<file path="src/rtl/rgmii_pkg.sv">
// Shared types and constants for the RGMII receive framer.
package rgmii_pkg;

  typedef enum logic [1:0] {
    ST_IDLE,
    ST_PREAMBLE,
    ST_PAYLOAD,
    ST_DROP
  } rx_state_e;

  localparam logic [7:0]  PREAMBLE_BYTE = 8'h55;
  localparam logic [7:0]  SFD_BYTE      = 8'hD5;
  localparam logic [31:0] CRC_POLY      = 32'h04C11DB7;
  // Good-frame residue, in non-reflected bit order.
  localparam logic [31:0] CRC_RESIDUE   = 32'hC704DD7B;

  function automatic logic [31:0] bitrev32(input logic [31:0] v);
    logic [31:0] r;
    for (int i = 0; i < 32; i++) r[i] = v[31-i];
    return r;
  endfunction

endpackage

</file>
<file path="src/rtl/crc32_d8.sv">
// Byte-wide combinational CRC-32 step, reflected (LSB-first) form.
module crc32_d8
  import rgmii_pkg::*;
(
  input  logic [31:0] crc_i,
  input  logic [7:0]  data_i,
  output logic [31:0] crc_o
);

  localparam logic [31:0] POLY_R = bitrev32(CRC_POLY);

  // Eight serial shift/xor steps folded into one cycle.
  always_comb begin
    logic [31:0] c;
    c = crc_i ^ {24'h0, data_i};
    for (int i = 0; i < 8; i++) c = c[0] ? ((c >> 1) ^ POLY_R) : (c >> 1);
    crc_o = c;
  end

endmodule

</file>
<file path="src/rtl/rgmii_rx_framer.sv">
// RGMII receive framer: strips preamble/SFD, packs bytes into OUT_BYTES-wide
// beats with keep/last/user, reports per-frame length and status.
// Optional FCS check: define RGMII_RX_FCS_CHECK_EN.
module rgmii_rx_framer
  import rgmii_pkg::*;
#(
  parameter int OUT_BYTES = 1,
  parameter int MIN_LEN   = 64,
  parameter int MAX_LEN   = 1518
) (
  input  logic                   clk_125,
  input  logic                   rst,
  input  logic                   mii_mode,
  input  logic [7:0]             rx_data,
  input  logic                   rx_dv,
  input  logic                   rx_er,
  output logic [8*OUT_BYTES-1:0] m_data,
  output logic [OUT_BYTES-1:0]   m_keep,
  output logic                   m_valid,
  output logic                   m_last,
  output logic                   m_user,
  output logic                   frame_done,
  output logic [15:0]            frame_len,
  output logic                   frame_err
);

  localparam int LW = (OUT_BYTES > 1) ? $clog2(OUT_BYTES) : 1;

  rx_state_e                   state_q, state_d;
  logic                        mode_q, mode_d;
  logic                        dv_q;
  logic                        nib_q, nib_d;
  logic [3:0]                  lo_q, lo_d;
  logic [2:0]                  pre_cnt_q, pre_cnt_d;
  logic [LW-1:0]               lane_q, lane_d;
  logic [OUT_BYTES-1:0][7:0]   acc_q, acc_d, acc_ins;
  logic [OUT_BYTES-1:0][7:0]   hold_q, hold_d;
  logic                        hold_v_q, hold_v_d;
  logic [15:0]                 len_q, len_d;
  logic                        err_q, err_d;

  logic [8*OUT_BYTES-1:0]      m_data_q, m_data_d;
  logic [OUT_BYTES-1:0]        m_keep_q, m_keep_d, part_keep;
  logic                        m_valid_q, m_valid_d;
  logic                        m_last_q, m_last_d;
  logic                        m_user_q, m_user_d;
  logic                        done_q, done_d;
  logic [15:0]                 flen_q, flen_d;
  logic                        ferr_q, ferr_d;

  logic                        mode_eff, byte_v, rise, enter_pl, bad, fcs_bad;
  logic [7:0]                  byte_w;

`ifdef RGMII_RX_FCS_CHECK_EN
  logic [31:0] crc_q, crc_d, crc_nxt;
  crc32_d8 u_crc (.crc_i(crc_q), .data_i(byte_w), .crc_o(crc_nxt));
  assign fcs_bad = (bitrev32(crc_q) != CRC_RESIDUE);
`else
  assign fcs_bad = 1'b0;
`endif

  // Mode is live while idle, frozen for the rest of the frame.
  assign mode_eff = (state_q == ST_IDLE) ? mii_mode : mode_q;
  assign byte_v   = rx_dv && (!mode_eff || nib_q);
  assign byte_w   = mode_eff ? {rx_data[3:0], lo_q} : rx_data;
  // dv_q resets high so a frame already in flight at reset release is dropped.
  assign rise     = rx_dv && !dv_q;
  assign bad      = err_q | nib_q | fcs_bad |
                    ({16'd0, len_q} < 32'(MIN_LEN)) | ({16'd0, len_q} > 32'(MAX_LEN));

  // Current accumulator with the incoming byte dropped into its lane, and
  // the keep mask for a partially filled word.
  always_comb begin
    acc_ins   = acc_q;
    part_keep = '0;
    for (int i = 0; i < OUT_BYTES; i++) begin
      if (lane_q == LW'(i)) acc_ins[i] = byte_w;
      part_keep[i] = (LW'(i) < lane_q);
    end
  end

  // Next-state, datapath and registered-output logic.
  always_comb begin
    state_d   = state_q;
    mode_d    = mode_q;
    nib_d     = rx_dv && mode_eff && !nib_q;
    lo_d      = (rx_dv && mode_eff && !nib_q) ? rx_data[3:0] : lo_q;
    pre_cnt_d = pre_cnt_q;
    lane_d    = lane_q;
    acc_d     = acc_q;
    hold_d    = hold_q;
    hold_v_d  = hold_v_q;
    len_d     = len_q;
    err_d     = err_q;
    enter_pl  = 1'b0;
    m_data_d  = m_data_q;
    m_keep_d  = m_keep_q;
    m_valid_d = 1'b0;
    m_last_d  = 1'b0;
    m_user_d  = 1'b0;
    done_d    = 1'b0;
    flen_d    = flen_q;
    ferr_d    = ferr_q;
`ifdef RGMII_RX_FCS_CHECK_EN
    crc_d     = crc_q;
`endif

    case (state_q)
      ST_IDLE: begin
        if (rx_dv) begin
          mode_d = mii_mode;
          if (!rise) begin
            state_d = ST_DROP;
          end else if (mii_mode) begin
            // First nibble only; the byte decision happens next cycle.
            state_d   = ST_PREAMBLE;
            pre_cnt_d = 3'd0;
          end else if (byte_w == PREAMBLE_BYTE) begin
            state_d   = ST_PREAMBLE;
            pre_cnt_d = 3'd1;
          end else if (byte_w == SFD_BYTE) begin
            enter_pl = 1'b1;
          end else begin
            state_d = ST_DROP;
          end
        end
      end
      ST_PREAMBLE: begin
        if (!rx_dv) begin
          state_d = ST_IDLE;
        end else if (byte_v) begin
          if (byte_w == PREAMBLE_BYTE) begin
            if (pre_cnt_q == 3'd7) state_d = ST_DROP;
            else                   pre_cnt_d = pre_cnt_q + 3'd1;
          end else if (byte_w == SFD_BYTE) begin
            enter_pl = 1'b1;
          end else begin
            state_d = ST_DROP;
          end
        end
      end
      ST_PAYLOAD: begin
        if (!rx_dv) begin
          // End of frame: at most one of held/partial word exists here.
          if (hold_v_q) begin
            m_data_d  = hold_q;
            m_keep_d  = '1;
            m_valid_d = 1'b1;
            m_last_d  = 1'b1;
            m_user_d  = bad;
          end else if (lane_q != '0) begin
            m_data_d  = acc_q;
            m_keep_d  = part_keep;
            m_valid_d = 1'b1;
            m_last_d  = 1'b1;
            m_user_d  = bad;
          end
          done_d   = 1'b1;
          flen_d   = len_q;
          ferr_d   = bad;
          hold_v_d = 1'b0;
          lane_d   = '0;
          state_d  = ST_IDLE;
        end else begin
          if (rx_er) err_d = 1'b1;
          if (byte_v) begin
            if (hold_v_q) begin
              m_data_d  = hold_q;
              m_keep_d  = '1;
              m_valid_d = 1'b1;
              hold_v_d  = 1'b0;
            end
            if (lane_q == LW'(OUT_BYTES - 1)) begin
              hold_d   = acc_ins;
              hold_v_d = 1'b1;
              acc_d    = '0;
              lane_d   = '0;
            end else begin
              acc_d  = acc_ins;
              lane_d = lane_q + LW'(1);
            end
            if (len_q != 16'hFFFF) len_d = len_q + 16'd1;
`ifdef RGMII_RX_FCS_CHECK_EN
            crc_d = crc_nxt;
`endif
          end
        end
      end
      ST_DROP: begin
        if (!rx_dv) state_d = ST_IDLE;
      end
      default: state_d = ST_IDLE;
    endcase

    if (enter_pl) begin
      state_d  = ST_PAYLOAD;
      lane_d   = '0;
      acc_d    = '0;
      hold_v_d = 1'b0;
      len_d    = '0;
      err_d    = 1'b0;
`ifdef RGMII_RX_FCS_CHECK_EN
      crc_d    = 32'hFFFFFFFF;
`endif
    end
  end

  // State and output registers.
  always_ff @(posedge clk_125) begin
    if (rst) begin
      state_q   <= ST_IDLE;
      mode_q    <= 1'b0;
      dv_q      <= 1'b1;
      nib_q     <= 1'b0;
      lo_q      <= '0;
      pre_cnt_q <= '0;
      lane_q    <= '0;
      acc_q     <= '0;
      hold_q    <= '0;
      hold_v_q  <= 1'b0;
      len_q     <= '0;
      err_q     <= 1'b0;
      m_data_q  <= '0;
      m_keep_q  <= '0;
      m_valid_q <= 1'b0;
      m_last_q  <= 1'b0;
      m_user_q  <= 1'b0;
      done_q    <= 1'b0;
      flen_q    <= '0;
      ferr_q    <= 1'b0;
`ifdef RGMII_RX_FCS_CHECK_EN
      crc_q     <= 32'hFFFFFFFF;
`endif
    end else begin
      state_q   <= state_d;
      mode_q    <= mode_d;
      dv_q      <= rx_dv;
      nib_q     <= nib_d;
      lo_q      <= lo_d;
      pre_cnt_q <= pre_cnt_d;
      lane_q    <= lane_d;
      acc_q     <= acc_d;
      hold_q    <= hold_d;
      hold_v_q  <= hold_v_d;
      len_q     <= len_d;
      err_q     <= err_d;
      m_data_q  <= m_data_d;
      m_keep_q  <= m_keep_d;
      m_valid_q <= m_valid_d;
      m_last_q  <= m_last_d;
      m_user_q  <= m_user_d;
      done_q    <= done_d;
      flen_q    <= flen_d;
      ferr_q    <= ferr_d;
`ifdef RGMII_RX_FCS_CHECK_EN
      crc_q     <= crc_d;
`endif
    end
  end

  assign m_data     = m_data_q;
  assign m_keep     = m_keep_q;
  assign m_valid    = m_valid_q;
  assign m_last     = m_last_q;
  assign m_user     = m_user_q;
  assign frame_done = done_q;
  assign frame_len  = flen_q;
  assign frame_err  = ferr_q;

endmodule

</file>
<file path="config.mk">
export PLATFORM = sky130hd
export DESIGN_NAME = rgmii_rx_framer
export DESIGN_NICKNAME = d
export VERILOG_FILES = /design/src/rtl/rgmii_pkg.sv /design/src/rtl/crc32_d8.sv /design/src/rtl/rgmii_rx_framer.sv
export SDC_FILE = /design/constraint.sdc
export NUM_CORES = 1
export LEC_CHECK = 0
export CORE_MARGIN = 2
export CORE_UTILIZATION = 32
export CTS_CLUSTER_DIAMETER = 120
export CTS_CLUSTER_SIZE = 28
export DETAILED_ROUTE_END_ITERATION = 8
export PLACE_DENSITY_LB_ADDON = 0.05
export SETUP_SLACK_MARGIN = 0.1
export SLEW_MARGIN = 0
export SYNTH_ARGS = -nofsm -noshare
export SYNTH_HDL_FRONTEND = slang
export SYNTH_SLANG_ARGS = --single-unit
</file>
<file path="constraint.sdc">
create_clock -name clk_125 -period 2.1 [get_ports clk_125]
set_clock_uncertainty 0.05 [all_clocks]
set_input_delay 0.42 -clock clk_125 [delete_from_list [all_inputs] [get_ports clk_125]]
set_output_delay 0.42 -clock clk_125 [all_outputs]
set_load 0.02 [all_outputs]
</file>
==> results of run 1 <==
routing by layer:
layer / share of wire, % / track usage, % / wire length (microns)
met5: 0 / 0 / 0
met3: 3.7 / 4.04 / 286
met2: 42 / 23.6 / 3290
met1: 53 / 22.5 / 4120
met4: 1.1 / 5.54 / 88
final timing paths:
kind	depth (start not counted)	endpoint	from
setup / recovery	7	state_q[1]$_SDFFE_PP0P_	rx_data[1]
hold / removal	3	hold_q[6]$_SDFFE_PP0P_	rx_data[6]
setup reg to reg	7	state_q[0]$_SDFFE_PP0P_	state_q[1]$_SDFFE_PP0P_
hold reg to reg	2	m_data[4]$_SDFFE_PP0P_	m_data[4]$_SDFFE_PP0P_
sequential cells by signal, indices dropped and copies added (netlist names), 2 cells and up:
register   flops
hold_q         8
frame_len     16
lo_q           4
state_q        2
pre_cnt_q      3
m_data         8
len_q         16
power groups by stage:
stage	registers (mW)	logic (mW)	clock network [mW]
after floorplan	1.38	0.221	0
after global placement	1.39	0.390	0
after detailed placement	1.39	0.390	0
after CTS	1.36	0.396	1.20
after global routing	1.37	0.460	1.26
final	1.36	0.415	1.16
cell families after synthesis:
kind of cell | share of synthesized area (%)
AO/OA/AOI/OAI | 15.6
XOR/XNOR | 4.26
adder cells (fa/ha/maj) | 1.22
buffers and inverters | 4.62
flip-flops | 44.1
multiplexers | 1.95
AND/OR/NAND/NOR | 28.3
layout make-up:
class / count / area (sq um) / area share [%]
multi-input combinational: 279 / 1670 / 39.0
sequential: 68 / 1360 / 31.8
timing repair buffer: 91 / 865 / 20.2
tap: 129 / 161 / 3.77
clock buffer: 10 / 128 / 2.98
clock inverter: 5 / 77.6 / 1.81
inverter: 4 / 15.0 / 0.351
critical path: cells and delay by family:
family	cells	cell delay, ps
compound gates	4	710
buf+inv	2	640
simple gates	1	260
synthesized netlist by cell type (3+ instances only):
cell	instances
a21oi_1	33
buf_2	5
dfxtp_1	68
a311oi_1	8
inv_1	4
nand2_1	66
nand4_1	11
nor3_1	6
o21ai_0	15
buf_6	3
nand2b_1	5
nand3_1	10
ha_1	3
clkbuf_1	13
nor4bb_1	5
nor2_1	54
or2_1	3
xnor2_1	3
xor2_1	12
mux2i_1	6
per-stage QoR:
step	total power, mW	hold slack (ps)	cell area, sq um	util, %	instances
2_1_floorplan	1.60	382	3090	-	375
3_3_place_gp	1.78	392	3940	42.5	569
3_5_place_dp	1.78	396	3940	42.5	569
4_1_cts	2.96	407	4170	44.9	584
5_1_grt	3.09	368	4280	46.1	586
6_report	2.94	374	4280	46.1	586
repair_timing:
item | CTS | global route
setup endpoints to repair | 20 | 23
buffers inserted | 0 | 1
pin swaps | 1 | 6
gates resized for setup | 6 | 16
gates cloned | 0 | 1
==> metrics.md, run 1 <==
| Metric | Value |
|---|---|
| Status | `finished, final reports clean` |
| Final Max Tran Viols | `0` |
| Crit-path slowest cell | `clkdlybuf4s50_1` |
| Routed WL | `7.79 mm` |
| CP peak stage delay | `470 ps` |
| Global route overflow | `0` |
| Worst EP required | `2270 ps` |
| Final worst slack | `234 ps` |
| Crit path capture type | `flip-flop` |
| Routed len/inst | `13.3 microns` |
| Die ar. | `0.0104 sq mm` |
| Main flop type after synthesis | `dfxtp_1` |
| Tightest Hold Check Type | `input port to flip-flop` |
| Syn_area_per_cell | `8.23 sq um` |
| PwrDens | `687 mW/mm^2` |
| Register area share after synthesis | `44.1%` |
| Hold_buf cts | `0` |
| Hpwl dp | `5.48 mm` |
| Max-slew headroom | `76.6%` |
| Sequential power share | `46.3%` |
| Sum of negative setup slack | `0 ps` |
| DRC viols | `0` |
| Startpoint types | `input port` |
| Max-cap violations | `0` |
| Initial DRC Count | `98` |
| Synth Net Count | `391` |
| Leak | `1.56 nW` |
| Vias in the first global route | `2657` |
| Comb power frac | `14.1%` |
| Synth area leader | `dfxtp_1` |
| Initial Util | `33.2%` |
| Clk slew on worst S/H paths | `80 ps` |
| Tcrit/Tclk final | `88.9%` |
| Most common cell after layout, fill and taps aside | `dfxtp_1` |
| Commonest cells after routing, fill and taps aside | `67 x dfxtp_1, 66 x nand2_1, 54 x nor2_1` |
| Initial antenna violation count | `0` |
| Pre-CTS WS | `-416 ps` |
| Crit path DAT | `2030 ps` |
| # diodes | `0` |
| Asr flop ratio synth | `0%` |
| Maximum clock rate | `536 MHz` |
| Synth cell types | `52` |
| Layout area overhead | `38.7%` |
| #FFs+latches synth | `68` |
| R2R Setup Slk | `270 ps` |
| Sw Ratio | `25.6%` |
| IO Count | `43` |
| Yosys top cell area share | `44.1%` |
| EDFF count, synth | `0` |
| Die Wd | `102 microns` |
| Ys Warns | `0` |
| H-tree levels | `3` |
| RSZ-0062 raised after global routing | `false` |
| Largest cells by area after synthesis | `dfxtp_1 44%, nand2_1 8.0%, nor2_1 6.6%, a21oi_1 5.4%, xor2_1 3.4%` |
| Worst setup path category | `input port to flip-flop` |
| Core ar. | `0.00928 sq mm` |
| Cell Chain, Critical Path | `clkdlybuf4s50_1 > buf_4 > nand3b_1 > a21oi_1 > a21bo_2 > a21oi_1 > a311oi_1` |
| Net Sw Power | `0.754 mW` |
| Via count | `2779` |
| Peak supply drop | `0.352 mV` |
| Antenna Nets Post-Route | `0` |
| Vias per cell | `4.74` |
| Maximum root-to-sink buffer count | `2` |
| Final hold vios | `0` |
| Max Fanout on Critical Path | `3` |
| Fill cell count | `936` |
| Routability cong. | `0.798` |
| Die height | `102 microns` |
| # setup viols final | `0` |
| Largest net degree at the start of global routing | `27` |
| Clock root cell | `clkbuf_8` |
| Clock power frac | `39.6%` |
| CTS Buf Count | `9` |
| Worst-Skew Late Latency | `350 ps` |
| CTS tree | `done` |
| Gr usage total | `15.9%` |
| Num rows | `35` |
| CTS sink cnt | `68` |
| Most used cell, CP | `a21oi_1` |
| Cell Area, Synth | `0.00309 sq mm` |
| Actual slew at the worst max-slew pin | `347 ps` |
| P_int | `2.19 mW` |
| Final Critical Period | `1870 ps` |
| First-pass GRT wire length | `13.0 mm` |
| PortBufs | `42` |
| Detailed Routing Iterations Pass 1 | `5` |
| Mapped Cells | `375` |
| Total Nets Final | `469` |
| Share of layout cells above drive strength 1 | `18.6%` |
Note: power is estimated with default switching activity, not from simulation.
==> run 2, diff against run 1 <==
Settings changed: CTS_CLUSTER_DIAMETER 120 to 150.
==> results of run 2 <==
The final DEF is identical to that of run 1; final timing and power are the same.
==> run 3, diff against run 2 <==
Settings changed: ABC_AREA from default to 1.
==> metrics.md, run 3 <==
| Metric | Value |
|---|---|
| Worst EP required | `2340 ps (+70 ps)` |
| Worst setup path category | `flip-flop to flip-flop` |
| Detailed Routing Iterations Pass 1 | `4 (-1)` |
| Status | `finished, final reports clean` |
| Die height | `105 microns (+2.4%)` |
| Leak | `1.94 nW (+24%)` |
| Yosys top cell area share | `42.0% (-2.1 points)` |
| Final worst slack | `66.8 ps (-167 ps)` |
| CTS tree | `done` |
| Max-slew headroom | `76.8% (+0.21 points)` |
| Syn_area_per_cell | `7.28 sq um (-12%)` |
| Pre-CTS WS | `-323 ps (+93.2 ps)` |
| First-pass GRT wire length | `14.9 mm (+14%)` |
| Synth area leader | `dfxtp_1` |
| Peak supply drop | `0.434 mV (+23%)` |
| Die Wd | `105 microns (+2.4%)` |
| CTS Buf Count | `9 (unchanged)` |
| Initial Util | `33.0% (-0.25 points)` |
| Fill cell count | `1032 (+10%)` |
| Core ar. | `0.00982 sq mm (+5.8%)` |
| Register area share after synthesis | `42.0% (-2.1 points)` |
| Ys Warns | `0 (unchanged)` |
| Most common cell after layout, fill and taps aside | `nand2_1` |
| Actual slew at the worst max-slew pin | `345 ps (-2.55 ps)` |
| Global route overflow | `0 (unchanged)` |
| Tcrit/Tclk final | `96.8% (+8.0 points)` |
| H-tree levels | `3 (unchanged)` |
| Die ar. | `0.0109 sq mm (+4.8%)` |
| Initial antenna violation count | `0 (unchanged)` |
| Vias in the first global route | `3096 (+17%)` |
| Synth Net Count | `461 (+18%)` |
| CP peak stage delay | `390 ps (-80 ps)` |
| Min-Delay Path Depth | `2 (-1)` |
| #FFs+latches synth | `68 (unchanged)` |
| Final hold vios | `0 (unchanged)` |
| Maximum root-to-sink buffer count | `2 (unchanged)` |
| Startpoint types | `flip-flop` |
| Largest net degree at the start of global routing | `27 (unchanged)` |
| # setup viols final | `0 (unchanged)` |
| Clk slew on worst S/H paths | `80 ps (about the same)` |
| Synth cell types | `37 (-29%)` |
| Routability cong. | `0.838 (+4.9%)` |
| Commonest cells after routing, fill and taps aside | `84 x nand2_1, 66 x dfxtp_1, 58 x nor2_1` |
| Initial DRC Count | `96 (-2.0%)` |
| Cell Area, Synth | `0.00324 sq mm (+5.0%)` |
| Tightest Hold Check Type | `flip-flop to flip-flop` |
| Antenna Nets Post-Route | `0 (unchanged)` |
| Worst r2r path cells | `14 (+7)` |
| Main flop type after synthesis | `dfxtp_1` |
| Layout area overhead | `42.6%` |
| Routed len/inst | `13.8 microns (+4.1%)` |
| Post-synth top cells | `98 x nand2_1, 68 x dfxtp_1, 60 x nor2_1` |
| Placed cell areas | `0.00408 sq mm (+3.4%)` |
| Total Nets Final | `558 (+19%)` |
| RSZ-0062 raised after global routing | `true` |
| Maximum clock rate | `492 MHz (-8.2%)` |
| Share of layout cells above drive strength 1 | `24.1% (+5.5 points)` |
| Final Critical Period | `2030 ps (+167 ps)` |
| Cell Chain, Critical Path | `nor2_4 > nand2_4 > buf_12 > nand3_4 > nand2_4 > buf_6 > nand2_4 > nor2_4 > nand3_2 > nor2_4 > nor2_4 > buf_12 > clkinv_8 > a21oi_2` |
| Via count | `3175 (+14%)` |
| Seq. cell area | `0.00137 sq mm (+0.46%)` |
| Crit-path slowest cell | `dfxtp_4` |
| Gr usage total | `17.0% (+1.1 points)` |
| Most used cell, CP | `nor2_4` |
| Max Fanout on Critical Path | `8 (+5)` |
| Hpwl dp | `6.52 mm (+19%)` |
| Largest cells by area after synthesis | `dfxtp_1 42%, nand2_1 11%, nor2_1 7.0%, o21ai_0 6.2%, a21oi_1 4.8%` |
| Design Area, Final | `0.00462 sq mm (+8.0%)` |
| Crit path capture type | `flip-flop` |
| Routed WL | `9.40 mm (+21%)` |
| Final Max Tran Viols | `0 (unchanged)` |
| Crit path DAT | `2270 ps (+240 ps)` |
| Vias per cell | `4.67 (-1.5%)` |
| Num rows | `36 (+2.9%)` |
| Clock root cell | `clkbuf_8` |
| Worst-Skew Late Latency | `350 ps (about the same)` |
| EDFF count, synth | `0 (unchanged)` |
| Mapped Cells | `445 (+19%)` |
| PortBufs | `42 (unchanged)` |
| IO Count | `43 (unchanged)` |
| CTS sink cnt | `68 (unchanged)` |
| Asr flop ratio synth | `0% (unchanged)` |
| PwrDens | `1110 mW/mm^2 (+61%)` |
| Cell with the most instances after synthesis | `nand2_1` |
| # diodes | `0 (unchanged)` |
| Max-cap violations | `0 (unchanged)` |
| DRC viols | `0 (unchanged)` |
| Multi-input gate area | `0.00174 sq mm (+4.3%)` |
-- run 3: cell count changes in the layout (fill, tap and decap cells not counted), moves of 7 or more --
| cell | before | now |
|---|---|---|
| o21ai_0 | 14 | 40 |
| inv_1 | 4 | 40 |
| nand3_1 | 10 | 17 |
| a311oi_1 | 8 | 0 |
| nand2_1 | 66 | 84 |
| a21oi_2 | 0 | 10 |
| nand2_2 | 0 | 13 |
| nand4_1 | 11 | 3 |
-- run 3: worst max-delay path: cells and delay by family, from the launching register on --
kind	cells	cell delay (ps)
buf+inv	4	540
compound gates	1	100
flops	1	390
simple gates	9	880
-- run 3: what timing repair did --
action / in CTS / in global routing
setup endpoints to repair: 19 / 26
pin swaps: 1 / 22
buffers inserted: 0 / 11
gates resized for setup: 4 / 37
hold buffers: 0 / 0
cloned: 0 / 6
-- run 3: through the flow --
step	cells	util [%]	setup TNS (ps)	total power [mW]	hold WS, ps
after floorplan	445	-	0	2.64	377
after global placement	647	41.5	-6530	3.39	394
after detailed placement	647	41.5	-7660	3.39	399
after CTS	663	44.1	0	4.76	410
after global routing	680	47.1	-26.6	5.43	426
final	680	47.1	0	5.11	409
-- run 3: worst paths after layout --
check | startpoint | to | slack [ps]
max reg2reg | state_q[0]$_SDFFE_PP0P_ | len_q[8]$_SDFFE_PP0P_ | 70
min | hold_q[5]$_SDFFE_PP0P_ | hold_q[5]$_SDFFE_PP0P_ | 410
max | state_q[0]$_SDFFE_PP0P_ | len_q[8]$_SDFFE_PP0P_ | 70
min reg2reg | hold_q[5]$_SDFFE_PP0P_ | hold_q[5]$_SDFFE_PP0P_ | 410
-- run 3: layout make-up --
class	count	share of cell area (%)
Sequential cell	68	29.6
Multi-Input combinational cell	319	37.7
Inverter	45	3.93
Clock buffer	10	2.76
Timing Repair Buffer	96	19.2
Timing Repair inverter	3	0.785
Clock inverter	6	2.41
Tap cell	133	3.60
-- run 3: cells by family after synthesis --
kind of cell | share of synthesized area (%)
xor+xnor | 2.97
compound gates | 17.2
fa+ha+maj | 1.16
flops | 42.0
buf+inv | 8.03
simple gates | 28.7
-- run 3: layer usage --
layer	wire length (microns)	up-vias	global-route usage (%)
met2	4600	66	29.7
met1	4200	1460	20.0
met3	334	19	4.05
li1	-	1630	-
met4	259	0	7.05
met5	0	-	0
-- run 3: power by group --
part	internal, mW	total [mW]	switching (mW)
clock	0.792	1.33	0.543
sequential	1.48	1.62	0.136
combinational	0.966	2.15	1.19
total	3.24	5.11	1.87
